==> config.mk <==
export PLATFORM = sky130hd
export DESIGN_NAME = rasterizer_scheduler
export DESIGN_NICKNAME = d
export VERILOG_FILES = /design/src/rtl/rasterizer_scheduler.sv
export SDC_FILE = /design/constraint.sdc
export NUM_CORES = 1
export LEC_CHECK = 0
export ABC_AREA = 1
export CORE_MARGIN = 2
export CORE_UTILIZATION = 47
export CTS_CLUSTER_SIZE = 28
export DETAILED_ROUTE_END_ITERATION = 8
export PLACE_DENSITY = 0.85
export SLEW_MARGIN = 15
export SYNTH_ARGS = -nofsm -noshare
export SYNTH_HDL_FRONTEND = slang
export SYNTH_SLANG_ARGS = --single-unit
export TNS_END_PERCENT = 50
==> constraint.sdc <==
create_clock -name clk -period 8.7 [get_ports clk]
set_input_delay 1.305 -clock clk [delete_from_list [all_inputs] [get_ports clk]]
set_output_delay 1.305 -clock clk [all_outputs]
set_load 0.01 [all_outputs]
==> src/rtl/rasterizer_scheduler.sv <==
// -----------------------------------------------------------------------------
// rasterizer_scheduler
//
// Accepts triangle setup words from the setup stage and dispatches them, one
// at a time, to a single rasterizer backend. Words are buffered in a 2-entry
// FIFO. Each triangle goes through ISSUE -> START -> GUARD -> RUN. START
// produces a one-cycle be_start pulse. Integration uses ~be_start as the
// backend's rstn, so that pulse also restarts the backend. GUARD ignores the
// backend's done level for one cycle, because that level is still stale from
// the previous triangle while the backend runs its STAGE1 cycle. When the
// triangle that carries in_last completes, the block emits frame_done and
// publishes how many triangles the frame contained.
//
// Ports
//   clk             in   single clock, rising edge
//   rst             in   synchronous active-high reset
//   in_valid        in   setup word offered
//   in_ready        out  word accepted this cycle (FIFO not full)
//   in_data         in   PAYLOAD_WIDTH opaque setup word
//   in_last         in   word is the final triangle of its frame
//   be_start        out  one-cycle backend launch pulse
//   be_payload      out  setup word held stable for the running backend
//   be_done         in   backend done level
//   busy            out  high whenever the FSM is not IDLE
//   frame_done      out  one-cycle pulse once a frame's last triangle is done
//   frame_tri_count out  triangles completed in the last finished frame
// -----------------------------------------------------------------------------
module rasterizer_scheduler #(
  parameter int PAYLOAD_WIDTH = 176,
  parameter int COUNT_WIDTH   = 12
) (
  input  logic                     clk,
  input  logic                     rst,
  input  logic                     in_valid,
  output logic                     in_ready,
  input  logic [PAYLOAD_WIDTH-1:0] in_data,
  input  logic                     in_last,
  output logic                     be_start,
  output logic [PAYLOAD_WIDTH-1:0] be_payload,
  input  logic                     be_done,
  output logic                     busy,
  output logic                     frame_done,
  output logic [COUNT_WIDTH-1:0]   frame_tri_count
);

  localparam int ENTRY_W = PAYLOAD_WIDTH + 1;

  typedef enum logic [2:0] {
    IDLE,
    ISSUE,
    START,
    GUARD,
    RUN,
    FRAME_DONE
  } state_t;

  state_t state, state_d;

  // ---------------------------------------------------------------------------
  // 2-entry input FIFO, entry = {last, data}
  // ---------------------------------------------------------------------------
  logic [ENTRY_W-1:0] fifo_mem [2];
  logic               wr_ptr;
  logic               rd_ptr;
  logic [1:0]         occ;
  logic               push;
  logic               pop;
  logic               fifo_empty;
  logic [ENTRY_W-1:0] fifo_head;

  // in_ready comes from registered occupancy only, so the upstream handshake
  // has no combinational path through the FSM.
  assign in_ready   = (occ < 2'd2);
  assign fifo_empty = (occ == 2'd0);
  assign push       = in_valid && in_ready;
  // The FSM only reaches ISSUE with a word available; the occupancy term
  // keeps the pointers safe even so.
  assign pop        = (state == ISSUE) && !fifo_empty;
  assign fifo_head  = fifo_mem[rd_ptr];

  always_ff @(posedge clk) begin
    if (rst) begin
      wr_ptr <= 1'b0;
      rd_ptr <= 1'b0;
      occ    <= 2'd0;
    end else begin
      // NOTE: sequential state is always assigned with <=, so every flop
      // samples pre-edge values regardless of statement order.
      if (push) wr_ptr <= ~wr_ptr;
      if (pop)  rd_ptr <= ~rd_ptr;
      // A push and a pop in the same cycle leave occupancy unchanged.
      case ({push, pop})
        2'b10:   occ <= occ + 2'd1;
        2'b01:   occ <= occ - 2'd1;
        default: occ <= occ;
      endcase
    end
  end

  // NOTE: the storage array has no reset; occupancy alone says which entries
  // are valid, so clearing 2 x 177 flops would buy nothing.
  always_ff @(posedge clk) begin
    if (push) fifo_mem[wr_ptr] <= {in_last, in_data};
  end

  // ---------------------------------------------------------------------------
  // Control FSM
  // ---------------------------------------------------------------------------
  logic                   active_last;
  logic [COUNT_WIDTH-1:0] run_count;

  always_ff @(posedge clk) begin
    if (rst) state <= IDLE;
    else     state <= state_d;
  end

  always_comb begin
    // NOTE: the default comes first, so a path that forgets to assign
    // state_d cannot infer a latch.
    state_d = state;
    case (state)
      IDLE: begin
        if (!fifo_empty) state_d = ISSUE;
      end
      ISSUE: state_d = START;
      START: state_d = GUARD;
      // be_done still holds the previous triangle's level here.
      GUARD: state_d = RUN;
      RUN: begin
        if (be_done) begin
          if (active_last)      state_d = FRAME_DONE;
          else if (!fifo_empty) state_d = ISSUE;
          else                  state_d = IDLE;
        end
      end
      FRAME_DONE: begin
        if (!fifo_empty) state_d = ISSUE;
        else             state_d = IDLE;
      end
      default: state_d = IDLE;
    endcase
  end

  // ---------------------------------------------------------------------------
  // Active triangle, counters and registered status outputs
  // ---------------------------------------------------------------------------
  always_ff @(posedge clk) begin
    if (rst) begin
      be_payload      <= '0;
      active_last     <= 1'b0;
      run_count       <= '0;
      frame_tri_count <= '0;
      be_start        <= 1'b0;
      busy            <= 1'b0;
      frame_done      <= 1'b0;
    end else begin
      // Outputs are decoded from the next state and registered. They line up
      // exactly with the state they describe, and the backend rstn (~be_start)
      // comes straight from a flop.
      be_start   <= (state_d == START);
      busy       <= (state_d != IDLE);
      frame_done <= (state_d == FRAME_DONE);

      // be_payload is loaded only here, so it stays stable from START until
      // the triangle completes.
      if (state == ISSUE) begin
        {active_last, be_payload} <= fifo_head;
      end

      // Counts completions. It wraps silently, modulo 2^COUNT_WIDTH.
      if ((state == RUN) && be_done) begin
        run_count <= run_count + COUNT_WIDTH'(1);
      end

      // The last triangle was already counted on the way out of RUN.
      if (state == FRAME_DONE) begin
        frame_tri_count <= run_count;
        run_count       <= '0;
      end
    end
  end

endmodule

==> results.md <==
* Antenna violations before repair at 9
* Cell Pwr Density at 279 nW/µm²
* Vias in the first global route at 14,100
* Vias at 14,300
* Final min period at 3.74 ns
* Reg-to-reg endpoint: fifo_mem[0][0]$_DFFE_PP_
* Largest cells by area after synthesis: edfxtp_1 (51%), dfxtp_1 (20%), nand2_1 (10%)
* Hold crit path type: reg2reg
* Synthesized cell area at 20,700 µm²
* Global route total overflow at 0
* Row cnt at 76
* Most common cell in the synthesized netlist: nand2_1
* First-pass GRT wire length at 74.9 mm
* Pins Over Slew Limit at 0
* Max-Cap Viols at 0
* Slew headroom at 17.2%
* Routed len/inst at 16.7 µm
* Nets@finish at 2,416
* CTS H-tree lvls at 2
* Worst Min Path Start: be_payload[109]$_SDFFE_PP0P_
* Critical path class: in2reg
* I/O Pins at 373
* Placed cell area at 24,700 µm²
* Setup ws final at 4.96 ns
* R2R Path Start: occ[1]$_SDFFE_PP0P_
* Port bufs at 372
* Top-area cell type share of the netlist area at 51.3%
* CTS tree: done
* Worst-path cell chain: clkdlybuf4s50_1 -> inv_4 -> buf_4 -> nand2_1 -> nor3_1
* Clock skew at 0.0177 ns
* Total design power at 7.41 mW
* Register area share after synthesis at 71.7%
* RSZ-0062 raised after global routing: false
* Post-Layout Inst Area at 26,600 µm²
* Xor-xnor portion of the synthesized cell area at 0%
* DIE WIDTH at 214 µm
* Min-Delay Endpoint: be_payload[109]$_SDFFE_PP0P_
* R2r setup slk at 5.74 ns
* Worst setup SP type: primary input
* Setup crit end kind: flop
* Setup slack at placement at 4.31 ns
* Avg Inst Size Synth at 10.9 µm²
* Syn. warnings at 0
* Die ar. at 45,800 µm²
* Worst-path fanout max at 101
* Commonest cells post-synth: nand2_1 (572), edfxtp_1 (354), dfxtp_1 (211)
* GRT Total Usage at 20.5%
* Synth Register Bits at 565
* Top_reg_cell synth: edfxtp_1
* Peak VDD IR at 0.187 mV
* Period utilization at 43.0%
* Post-synthesis mux area share at 0%
* Routability Congestion at 0.784
* Detailed placer's ending HPWL at 30.0 mm
* Outcome: finished, final reports clean
* Clock transition at path regs at 0.06 ns
* Num Clock Sinks at 565
* Slowest-stage cell, CP: buf_4
* Highest routed layer: met4
* Share of post-route cells with drive strength above 1 at 5.44%
* Routed Antenna Nets at 0
* Metal2 WL at 24.4 mm
* Final setup vio count at 0
* Hold Vio Cnt, Final at 0
* Core area at 43,300 µm²
* Min-Delay Path Depth at 2
* Drt initial violations at 1,083
* CTS max path bufs at 3
* Largest family of logic cells by synthesized area: simple AND/OR/NAND/NOR gates
* Largest net degree at the start of global routing at 294
* Leading area contributor after synthesis: edfxtp_1
* Post-synthesis instance total at 1,896
* Simple-Gate Fraction of Synth Area at 11.4%
* Compound-Gate Fraction of Synth Area at 10.0%
* CTS Buf Count at 56
* Leak pwr at 9.85 nW
* Reg2Reg Depth at 4
* Post-cts repair resize count at 0
* Number of synthesized flops with an enable pin at 354
* # hold bufs at CTS at 0
* Root Driver: clkbuf_16
* Async SR Flop Fraction at 0%
* # DRC at 0
* Worst endpoint required time at 9.19 ns
* Synth cell types at 26
* Slew @ Worst Pin at 1.24 ns
* Drt first pass iters at 5
* CP Data Arrival Time at 4.24 ns
* Crit-path max cell delay at 0.86 ns
* Max Freq at 0.267 GHz
* DR WL met3 at 3.31 mm
* Die span in y at 214 µm
* Later-pin clock latency in the skew report at 0.59 ns
* Avg Vias per Cell at 4.98
* Area Overhead vs Synth at 28.1%
* Synth Net Count at 2,079
* Starting density of the core at 47.9%
* Metal-1 WL at 18.1 mm
* Adder-Cell Fraction of Synth Area at 0.121%
* Post-CTS Setup Inserts at 0
* Total routed wirelength at 48.2 mm
[final cells by class]
class,instances,area (µm²)
multi-input combinational,1016,4490
clock inverter,23,169
antenna,9,22.5
timing repair buffer,381,3820
tap,585,732
clock buffer,83,1670
sequential,565,14900
fill,3224,16700
inverter,213,807
[where the power goes]
group	internal, mW	switching, mW	leakage, nW
registers	3.28	0.202	5.03
clock network	1.36	1.00	0.908
logic	0.694	0.871	3.91
total	5.34	2.07	9.85
[state kept, by name, summed over array words and instances (netlist names)]
register / flops
fifo_mem: 354
be_payload: 176
frame_tri_count: 12
run_count: 12
state: 3
occ: 2
active_last: 1
be_start: 1
busy: 1
frame_done: 1
rd_ptr: 1
wr_ptr: 1
[logic make-up (layout without fill, tap and decap cells)]
| kind of cell | Yosys count | after routing |
|---|---|---|
| flip-flops | 565 | 565 |
| AO/OA/AOI/OAI | 403 | 403 |
| AND/OR/NAND/NOR | 611 | 611 |
| other | 0 | 9 |
| buffers and inverters | 315 | 700 |
| adder cells (fa/ha/maj) | 2 | 2 |
[through the flow]
stage	instances	TNS (ns)	hold slack [ns]	util, %
after floorplan	1896	-136.15	0.441	-
after global placement	2760	0	0.432	57.1
after detailed placement	2760	0	0.435	57.1
after CTS	2866	0	0.446	61.3
after global routing	2874	0	0.460	61.4
final	2875	0	0.444	61.4
[placed cells by master, fill, tap and decap left out, drive strengths merged, types with 2 or more instances in the layout]
| cell type | count |
|---|---|
| nand2 | 572 |
| clkdlybuf4s50 | 372 |
| edfxtp | 354 |
| inv | 218 |
| dfxtp | 211 |
| a21oi | 207 |
| o21ai | 196 |
| clkbuf | 83 |
| nor2 | 15 |
| clkinv | 15 |
| nand3 | 13 |
| diode | 9 |
| buf | 9 |
| nand4 | 4 |
| nor3 | 3 |
| or2 | 2 |
| ha | 2 |
| clkinvlp | 2 |
[worst max-delay path: cells and delay by family]
family | cells | cell delay, ns
buffers and inverters | 3 | 2.10
and+or+nand+nor | 2 | 0.80
[metal layers]
layer,vias up,GRT usage [%]
met5,-,0
met4,0,11.8
met3,145,4.54
met2,510,34.9
met1,6711,23.8
li1,6938,-
[worst max-delay path by stage]
stage	from	to	slack (ns)	depth (start not counted)
final	rst	run_count[4]$_SDFFE_PP0P_	4.96	5
after CTS	rst	run_count[4]$_SDFFE_PP0P_	4.96	5
after global placement	rst	run_count[4]$_SDFFE_PP0P_	4.44	5
after detailed placement	rst	run_count[4]$_SDFFE_PP0P_	4.31	5
after global routing	rst	run_count[0]$_SDFFE_PP0P_	4.72	5
after floorplan	in_valid	fifo_mem[0][0]$_DFFE_PP_	-0.77	2
(Power assumes the default switching activity.)
